File: src/rtl/comp_thresh_load_sched.sv
// comp_thresh_load_sched: round-robin scheduler that hands one of three requesters'
// threshold values to a downstream threshold-load FSM, with timeout and holdoff.
module comp_thresh_load_sched #(
    parameter int TMO_CYC = 63,
    parameter int HOLDOFF = 4
) (
    input  logic        i_clk,
    input  logic        i_rst,
    input  logic [2:0]  i_req,
    input  logic [11:0] i_data0,
    input  logic [11:0] i_data1,
    input  logic [11:0] i_data2,
    input  logic        i_clr_err,
    input  logic        i_load_done,
    output logic        o_load_start,
    output logic [11:0] o_dac_data,
    output logic [2:0]  o_grant,
    output logic [2:0]  o_ack,
    output logic        o_busy,
    output logic        o_tmo_err
);
    localparam logic [1:0] S_IDLE = 2'd0;
    localparam logic [1:0] S_LOAD = 2'd1;
    localparam logic [1:0] S_WAIT = 2'd2;
    localparam logic [1:0] S_HOLD = 2'd3;
    // Timeout fires on the edge where the counter would reach TMO_CYC.
    localparam logic [5:0] TMO_LAST  = 6'(TMO_CYC - 1);
    localparam logic [5:0] HOLD_LAST = 6'(HOLDOFF - 1);

    logic [1:0]  r_state;
    logic [1:0]  r_owner;
    logic [1:0]  r_last;
    logic [5:0]  r_cnt;
    logic [2:0]  r_grant;
    logic [2:0]  r_ack;
    logic [11:0] r_dac;
    logic        r_tmo_err;

    logic [1:0]  w_p0;
    logic [1:0]  w_p1;
    logic [1:0]  w_p2;
    logic [1:0]  w_win;
    logic [11:0] w_data;
    logic        w_tmo;

    always_comb begin
        w_p0   = (r_last == 2'd2) ? 2'd0 : r_last + 2'd1;
        w_p1   = (w_p0 == 2'd2) ? 2'd0 : w_p0 + 2'd1;
        w_p2   = (w_p1 == 2'd2) ? 2'd0 : w_p1 + 2'd1;
        w_win  = i_req[w_p0] ? w_p0 : i_req[w_p1] ? w_p1 : w_p2;
        w_data = (w_win == 2'd0) ? i_data0 : (w_win == 2'd1) ? i_data1 : i_data2;
        w_tmo  = (r_cnt == TMO_LAST);
    end

    always_ff @(posedge i_clk) begin
        if (i_rst) begin
            r_state   <= S_IDLE;
            r_owner   <= 2'd0;
            r_last    <= 2'd2;
            r_cnt     <= 6'd0;
            r_grant   <= 3'd0;
            r_ack     <= 3'd0;
            r_dac     <= 12'd0;
            r_tmo_err <= 1'b0;
        end else begin
            r_ack <= 3'd0;
            if (i_clr_err)
                r_tmo_err <= 1'b0;
            case (r_state)
                S_IDLE: begin
                    if (|i_req) begin
                        r_state <= S_LOAD;
                        r_owner <= w_win;
                        r_grant <= 3'b001 << w_win;
                        r_dac   <= w_data;
                        r_cnt   <= 6'd0;
                    end
                end
                S_LOAD: begin
                    if (i_load_done) begin
                        r_state <= S_WAIT;
                        r_cnt   <= 6'd0;
                    end else if (w_tmo) begin
                        r_state   <= S_HOLD;
                        r_cnt     <= 6'd0;
                        r_tmo_err <= 1'b1;
                        r_last    <= r_owner;
                    end else begin
                        r_cnt <= r_cnt + 6'd1;
                    end
                end
                S_WAIT: begin
                    if (!i_load_done) begin
                        r_state <= S_HOLD;
                        r_cnt   <= 6'd0;
                        r_ack   <= r_grant;
                        r_last  <= r_owner;
                    end else if (w_tmo) begin
                        r_state   <= S_HOLD;
                        r_cnt     <= 6'd0;
                        r_tmo_err <= 1'b1;
                        r_last    <= r_owner;
                    end else begin
                        r_cnt <= r_cnt + 6'd1;
                    end
                end
                S_HOLD: begin
                    if (r_cnt == HOLD_LAST) begin
                        r_state <= S_IDLE;
                        r_grant <= 3'd0;
                        r_cnt   <= 6'd0;
                    end else begin
                        r_cnt <= r_cnt + 6'd1;
                    end
                end
                default: begin
                    r_state <= S_IDLE;
                    r_grant <= 3'd0;
                    r_cnt   <= 6'd0;
                end
            endcase
        end
    end

    assign o_load_start = (r_state == S_LOAD);
    assign o_busy       = (r_state != S_IDLE);
    assign o_grant      = r_grant;
    assign o_ack        = r_ack;
    assign o_dac_data   = r_dac;
    assign o_tmo_err    = r_tmo_err;
endmodule

File: config.mk
export PLATFORM = sky130hd
export DESIGN_NAME = comp_thresh_load_sched
export DESIGN_NICKNAME = d
export VERILOG_FILES = /design/src/rtl/comp_thresh_load_sched.sv
export SDC_FILE = /design/constraint.sdc
export NUM_CORES = 1
export LEC_CHECK = 0
export ABC_AREA = 1
export CAP_MARGIN = 20
export CELL_PAD_IN_SITES_DETAIL_PLACEMENT = 2
export CELL_PAD_IN_SITES_GLOBAL_PLACEMENT = 2
export CORE_MARGIN = 5
export CORE_UTILIZATION = 21
export DETAILED_ROUTE_END_ITERATION = 8
export HOLD_SLACK_MARGIN = 0.05
export PLACE_DENSITY_LB_ADDON = 0.1
export SLEW_MARGIN = 20
export SYNTH_ARGS = -nofsm -noshare
export SYNTH_HDL_FRONTEND = slang
export SYNTH_SLANG_ARGS = --single-unit
File: constraint.sdc
create_clock -name i_clk -period 1.6 [get_ports i_clk]
set_input_delay 0.32 -clock i_clk [delete_from_list [all_inputs] [get_ports i_clk]]
set_output_delay 0.32 -clock i_clk [all_outputs]
set_load 0.01 [all_outputs]
* Word-level counts from Yosys, hierarchy flattened
Cells that the tools add are included.
Word-level totals: register bits after elaboration 31, latch bits 0, memory bits (writable) 0, memory bits (read-only) 0, bits of input ports 43, word-level logic and storage cells 74, memories 0
Cells by class: add/subtract/negate cells 4, multipliers 0, div/mod/pow operators 0, order comparisons 2, equality and inequality tests 12, shifts and indexed selects 1, multiplexer cells 35, bitwise logic cells 1, reduce and logical (&&, ||, !) cells 11
Operators with widths (count):
- $mux 6 | 5
- $mux 2 | 13
- $mux 12 | 2
- $pmux 6 s4 | 1
- $eq 2x2->1 const B | 5
- $pmux 2 s4 | 1
- $add 2x1->2 const B | 3
- $add 6x1->6 const B | 1
- $eq 6x2->1 const B | 1
- $eq 6x6->1 const B | 1
- $lt 2x3->1 const B | 2
- $mux 1 | 6
- $mux 3 | 2
- $ne 2x2->1 const B | 3
- $pmux 3 s2 | 1
- $reduce_and 2->1 | 3
- $reduce_bool 2->1 | 3
- $reduce_or 3->1 | 2
- $bmux 1 s2 | 2
- $eq 2x1->1 const B | 2
- $logic_not 2->1 | 2
- $pmux 2 s2 | 1
- $reduce_and 3->1 | 1
- $shl 1x2->3 const A | 1
- 2 further kinds | 2

* Depth between registers and ports, before layout
Gate-level depths: netlist (run 1).
depth after elaboration 11, depth in mapped cells 10

* Worst setup path before layout (run 1)
OpenSTA, ideal clock, no wires.
kind register to register, start point register r_state[0], end point register r_owner[0], arrival time 1.360 ns, data required time 1.484 ns, slack 0.124 ns, stages on the path, launching flop included 8, path through dfxtp_1 inv_1 ha_1 nand2_1 clkinv_1 clkbuf_1 o211ai_1 inv_1
Between the ends: word-level cells in the longest chain between the ends 2
Ends and longest elaborated chain:
- start: declaration | RTL line 30 | logic [1:0] r_state;
- start signal: assignment | RTL line 57 | r_state <= S_IDLE;
- start signal: assignment | RTL line 72 | r_state <= S_LOAD;
- start signal: assignment | RTL line 81 | r_state <= S_WAIT;
- $logic_not 2->1 | RTL line 69 | case (r_state)
- $reduce_and 2->1 (no line)
- end signal: assignment | RTL line 73 | r_owner <= w_win;
- end: declaration | RTL line 31 | logic [1:0] r_owner;
No other way between the ends. A chain may end at the register's enable or synchronous reset.

* Final worst setup path (run 1)
start point register r_state[1], end point register r_cnt[0]
Between the ends: word-level cells in the longest chain between the ends 2, elaborated cells on any way between the ends 6, those cells by class 4 x eq/ne; 1 x mux; 1 x reduce/logical
Ends and longest elaborated chain:
- $eq 2x2->1, or another cell as far along | RTL line 69
- $pmux 6 s4 / $ne 2x2->1 (equally long branches)
- end signal: assignment | RTL line 89 | r_cnt <= r_cnt + 6'd1;
- end signal: assignment | RTL line 104 | r_cnt <= r_cnt + 6'd1;
- end signal: assignment | RTL line 113 | r_cnt <= r_cnt + 6'd1;
- end: declaration | RTL line 33 | logic [5:0] r_cnt;
Several ways; a longest one is shown, not always the timed one.

==> results of run 1 <==
-- kinds of logic after synthesis --
group	after synthesis	share of synthesized area
AO/OA/AOI/OAI	39	0.111
XOR/XNOR	3	0.0139
buffers and inverters	51	0.116
AND/OR/NAND/NOR	166	0.390
flip-flops	31	0.329
adder cells (fa/ha/maj)	6	0.0398
-- repair_timing --
item / 4_1_cts / 5_1_grt
pin swaps: 0 / 4
hold buffers: 0 / 0
buffers inserted: 0 / 2
hold endpoints to repair: 0 / 0
gates resized for setup: 10 / 14
setup endpoints to repair: 21 / 20
-- worst min-delay path, stage by stage (launching register included) --
cell	delay, ns
dfxtp_1	0.33
inv_1	0.06
nor2_1	0.03
-- per-layer routing --
metal | up-vias | share of wire | track usage | wire length (um)
met2 | 51 | 0.49 | 0.224 | 3330
met1 | 1004 | 0.44 | 0.149 | 2990
met3 | 8 | 0.054 | 0.0333 | 367
li1 | 1110 | - | - | -
met4 | 0 | 0.013 | 0.0356 | 89
met5 | - | 0 | 0 | 0
-- power by group --
part	internal (mW)	switching (mW)	total, mW
logic	0.341	0.293	0.635
registers	0.825	0.0314	0.856
clock network	0.504	0.322	0.826
-- per-stage QoR --
| step | power (mW) | util |
|---|---|---|
| after floorplan | 1.14 | - |
| after global placement | 1.50 | 0.325 |
| after detailed placement | 1.51 | 0.325 |
| after CTS | 2.36 | 0.341 |
| after global routing | 2.46 | 0.345 |
| final | 2.32 | 0.345 |
-- sequential cells by signal (all words and copies together), names as in the netlist --
signal,flops
o_tmo_err,1
r_cnt,6
o_ack,3
r_owner,2
r_state,2
o_dac_data,12
r_last,2
o_grant,3
-- area by class of cell --
class | instances | area (sq um)
fill | 1062 | 5710
clock buffer | 6 | 82.6
clock inverter | 2 | 35.0
multi-input combinational | 214 | 1090
inverter | 41 | 154
sequential | 31 | 624
timing repair buffer | 91 | 892
tap | 108 | 135
-- final timing paths --
kind	end	slack, ns	cells past startpoint
setup / recovery	r_cnt[0]$_SDFFE_PP0P_	0.05	8
hold / removal	o_ack[1]$_SDFF_PP0_	0.46	2
setup reg to reg	r_cnt[0]$_SDFFE_PP0P_	0.05	8
hold reg to reg	o_ack[1]$_SDFF_PP0_	0.46	2
-- Yosys cell counts, drive strengths merged (3+ instances only) --
master / count / share of area
a21oi: 17 / 0.047
buf: 7 / 0.028
clkbuf: 3 / 0.0060
dfxtp: 31 / 0.33
ha: 6 / 0.040
inv: 39 / 0.078
nand2: 77 / 0.16
nand3: 21 / 0.058
nand3b: 14 / 0.056
nand4: 3 / 0.010
nor2: 48 / 0.098
nor3: 3 / 0.011
o211ai: 3 / 0.012
o21ai: 18 / 0.048
xor2: 3 / 0.014
==> flow_metrics.env, run 1 <==
export IMPL_yosys_warnings=0
export IMPL_grt_max_degree=21
export IMPL_worst_slew_pin_slew_ns=0.543
export IMPL_p_leak_nw=1.42
export IMPL_cpMaxStageDelayCell="dfxtp_1"
export IMPL_syn_area_per_cell_sq_um=6.37
export IMPL_cts_buffers=5
export IMPL_instances_no_fill=493
export IMPL_powerDensity_nw_per_um2=769
export IMPL_layout_drive_gt1_share=0.148
export IMPL_path_buf_inv=4
export IMPL_cpPeakStageDelay_ns=0.34
export IMPL_pre_cts_ws_ns=-0.291
export IMPL_cts_buffer_depth=2
export IMPL_finalSetupTns_ns=0
export IMPL_critPathLaunch="r_state[1]$_SDFFE_PP0P_"
export IMPL_skew_ns=0.00567
export IMPL_cts_sinks=31
export IMPL_finalCriticalPeriod_ns=1.55
export IMPL_via_count=2173
export IMPL_slew_headroom=0.638
export IMPL_dpl_instance_area_sq_um=2830
export IMPL_cts_root_buf="clkbuf_8"
export IMPL_drcViolationCount=0
export IMPL_coreArea_sq_um=8720
export IMPL_drt_pass1_iter_count=4
export IMPL_synth_seq_area_share=0.329
export IMPL_via_per_inst=4.41
export IMPL_antenna_found_initial=0
export IMPL_arrival_ns=1.77
export IMPL_dp_cells=483
export IMPL_dieHeight_um=105
export IMPL_grt_pass1_wl_mm=11.6
export IMPL_critPathLaunchType="register"
export IMPL_detail_route_wl_per_cell_um=13.7
export IMPL_hold_viol_final=0
export IMPL_die_w_um=105
export IMPL_synth_edf_count=0
export IMPL_start_util=0.216
export IMPL_drv_slew=0
export IMPL_peakVddDrop_v=0.000291
export IMPL_clock_latency_ns=0.29
export IMPL_fmax_mhz=646
export IMPL_critPathTopFamily="buffers and inverters"
export IMPL_drt_iter0_drc=55
export IMPL_grt_pass1_vias=2394
export IMPL_place_hpwl_mm=5.44
export IMPL_worstReg2RegStart="r_state[1]$_SDFFE_PP0P_"
export IMPL_cp_end_kind="register"
export IMPL_final_cell_area_sq_um=3010
export IMPL_synth_cell_area_sq_um=1880
export IMPL_layout_commonest_cell="nand2_1"
export IMPL_synth_seq_cells=31
export IMPL_crit_fanout=5
export IMPL_htreeDepth=2
export IMPL_area_growth_pct=59.9
export IMPL_netlist_cell_type_count=25
export IMPL_wl_mm=6.77
export IMPL_syn_inst=296
export IMPL_portBuffers=63
export IMPL_io_pins=64
export IMPL_min_delay_start="o_grant[1]$_SDFFE_PP0P_"
export IMPL_rows=34
export IMPL_ant_nets=0
export IMPL_postSynthNetCount=345
export IMPL_setup_ws_ns=0.0511
export IMPL_track_usage=0.126
export IMPL_whs_ns=0.462
export IMPL_status="finished clean"
export IMPL_grt_ovfl_total=0
export IMPL_die_area_sq_um=11000
export IMPL_clk_pin_slew_ns=0.07
export IMPL_layout_common_cells="75 x nand2_1, 58 x clkdlybuf4s50_1, 46 x nor2_1"
export IMPL_cpMostUsedCell="buf_4"
export IMPL_cap_violations=0
export IMPL_rsz0062_at_grt="true"
export IMPL_routabilityCongestion=0.736
export IMPL_required_ns=1.82
export IMPL_synth_main_ff_cell="dfxtp_1"
export IMPL_nets=433
export IMPL_num_antenna_cells=0
export IMPL_setup_violations=0
export IMPL_period_share=0.968
export IMPL_path_cells="inv_2, ha_4, buf_4, nand4_1, buf_4, inv_1, o21ai_0, a21oi_1"
export IMPL_async_flop_share=0
export IMPL_cts_tree="built"
export IMPL_worst_hold_path_type="reg -> reg"
export IMPL_crit_type="reg -> reg"
Power figures use the tool's default switching activity.
==> run 2: changes to the inputs <==
--- a/config.mk
+++ b/config.mk
@@ -14,6 +14,7 @@
 export DETAILED_ROUTE_END_ITERATION = 8
 export HOLD_SLACK_MARGIN = 0.05
 export PLACE_DENSITY_LB_ADDON = 0.1
+export SKIP_LAST_GASP = 1
 export SLEW_MARGIN = 20
 export SYNTH_ARGS = -nofsm -noshare
 export SYNTH_HDL_FRONTEND = slang
==> run 2 against run 1 <==
Net effect: count of clock-buffer cells in the layout unchanged; clock skew fell by 0.00082 ns; non-clock buffer count did not move; register-to-register slack better by 0.05 ns; flip-flop and latch count stayed put; critical endpoint is now o_grant[2]; largest cell class unchanged.
==> flow_metrics.env, run 2 (synthesis results as in run 1) <==
export IMPL_via_per_inst=4.42
export IMPL_cp_end_kind="primary output"
export IMPL_rows=34
export IMPL_path_buf_inv=1
export IMPL_num_antenna_cells=0
export IMPL_cpPeakStageDelay_ns=0.56
export IMPL_grt_pass1_vias=2392
export IMPL_largest_reg_flops=12
export IMPL_powerDensity_nw_per_um2=765
export IMPL_clock_latency_ns=0.28
export IMPL_io_pins=64
export IMPL_dieHeight_um=105
export IMPL_dr_wl_met3_um=377
export IMPL_p_leak_nw=1.44
export IMPL_die_area_sq_um=11000
export IMPL_whs_ns=0.462
export IMPL_finalCriticalPeriod_ns=1.54
export IMPL_cts_sinks=31
export IMPL_start_util=0.216
export IMPL_wl_met2_mm=3.41
export IMPL_cap_violations=0
export IMPL_path_cells="clkdlybuf4s50_1"
export IMPL_cts_buffers=5
export IMPL_track_usage=0.126
export IMPL_worst_hold_path_type="reg -> reg"
export IMPL_portBuffers=63
export IMPL_drcViolationCount=0
export IMPL_fmax_mhz=648
export IMPL_grt_pass1_wl_mm=11.6
export IMPL_period_share=0.964
export IMPL_cts_buffer_depth=2
export IMPL_hold_path_end="o_ack[1]$_SDFF_PP0_"
export IMPL_place_hpwl_mm=5.44
export IMPL_cpMaxStageDelayCell="clkdlybuf4s50_1"
export IMPL_worst_r2r_path_depth=9
export IMPL_dp_cells=483
export IMPL_area_growth_pct=61.2
export IMPL_die_w_um=105
export IMPL_worst_slew_pin_slew_ns=0.546
export IMPL_worstReg2RegStart="r_last[1]$_SDFFE_PP1P_"
export IMPL_rr_endpoint="o_dac_data[11]$_SDFFE_PP0P_"
export IMPL_via_count=2179
export IMPL_routabilityCongestion=0.736
export IMPL_layout_common_cells="74 x nand2_1, 57 x clkdlybuf4s50_1, 46 x nor2_1"
export IMPL_top_layer="met4"
export IMPL_instances_no_fill=493
export IMPL_required_ns=1.28
export IMPL_slew_headroom=0.636
export IMPL_status="finished clean"
export IMPL_critPathTopFamily="buffers and inverters"
export IMPL_critPathLaunchType="register"
export IMPL_grt_ovfl_total=0
export IMPL_peakVddDrop_v=0.000291
export IMPL_hold_depth=2
export IMPL_crit_type="reg -> out"
export IMPL_htreeDepth=2
export IMPL_hold_viol_final=0
export IMPL_ant_nets=0
export IMPL_detail_route_wl_per_cell_um=14.0
export IMPL_arrival_ns=1.22
export IMPL_antenna_found_initial=0
export IMPL_drt_iter0_drc=44
export IMPL_crit_fanout=3
export IMPL_wl_met1_mm=3.04
export IMPL_cts_tree="built"
export IMPL_drt_pass1_iter_count=4
export IMPL_grt_max_degree=21
export IMPL_rrSetupSlack_ns=0.10
export IMPL_min_delay_start="o_grant[1]$_SDFFE_PP0P_"
export IMPL_layout_drive_gt1_share=0.148
export IMPL_rsz0062_at_grt="true"
export IMPL_cts_root_buf="clkbuf_8"
export IMPL_clk_pin_slew_ns=0.07
export IMPL_setup_violations=0
export IMPL_nets=433
export IMPL_layout_commonest_cell="nand2_1"
export IMPL_coreArea_sq_um=8720
export IMPL_skew_ns=0.00486
export IMPL_drv_slew=0
export IMPL_wl_mm=6.92
-- run 2: worst max-delay path by stage --
stage                                  from                          to  slack [ns]  cells after the start
CTS                 r_state[0]$_SDFFE_PP0P_                      o_busy       -0.05                      4
finish              o_grant[2]$_SDFFE_PP0P_                  o_grant[2]        0.06                      1
global placement                i_load_done       r_cnt[1]$_SDFFE_PP0P_       -0.26                      8
floorplan           r_state[0]$_SDFFE_PP0P_     r_owner[0]$_SDFFE_PP0P_        0.12                      7
detailed placement                 i_req[1]  o_dac_data[3]$_SDFFE_PP0P_       -0.29                     11
global route        r_state[0]$_SDFFE_PP0P_      r_last[1]$_SDFFE_PP1P_       -0.01                      8
-- run 2: layout make-up --
type / instances / area [sq um]
Tap cell: 108 / 135
Clock inverter: 2 / 35.0
Fill cell: 1061 / 5680
Clock buffer: 6 / 82.6
Sequential cell: 31 / 624
Multi-Input combinational cell: 214 / 1090
Inverter: 41 / 154
Timing Repair Buffer: 91 / 912
-- run 2: where the power goes --
part / switching [mW] / internal (mW)
Clock: 0.320 / 0.504
Combinational: 0.297 / 0.346
Sequential: 0.0317 / 0.825
-- run 2: routing by layer --
layer | global-route usage | vias to the layer above
li1 | - | 1112
met1 | 0.149 | 1008
met2 | 0.224 | 51
met3 | 0.0333 | 8
met4 | 0.0356 | 0
met5 | 0 | -
-- run 2: stage by stage --
| step | worst slack (ns) | util | area [sq um] | TNS [ns] | total power, mW |
|---|---|---|---|---|---|
| 6_report | 0.0569 | 0.348 | 3040 | 0 | 2.32 |
| 5_1_grt | -0.0101 | 0.348 | 3040 | -0.0106 | 2.47 |
| 4_1_cts | -0.0479 | 0.341 | 2970 | -0.0479 | 2.36 |
| 3_5_place_dp | -0.291 | 0.325 | 2830 | -5.52 | 1.51 |
| 3_3_place_gp | -0.258 | 0.325 | 2830 | -4.14 | 1.50 |
| 2_1_floorplan | 0.124 | - | 1880 | 0 | 1.14 |
-- run 2: repair_timing --
action	4_1_cts	5_1_grt
pin swaps	0	4
gates cloned	0	1
setup buffers	0	1
endpoints found under the setup margin	21	27
hold buffers	0	0
gates resized for setup	9	17
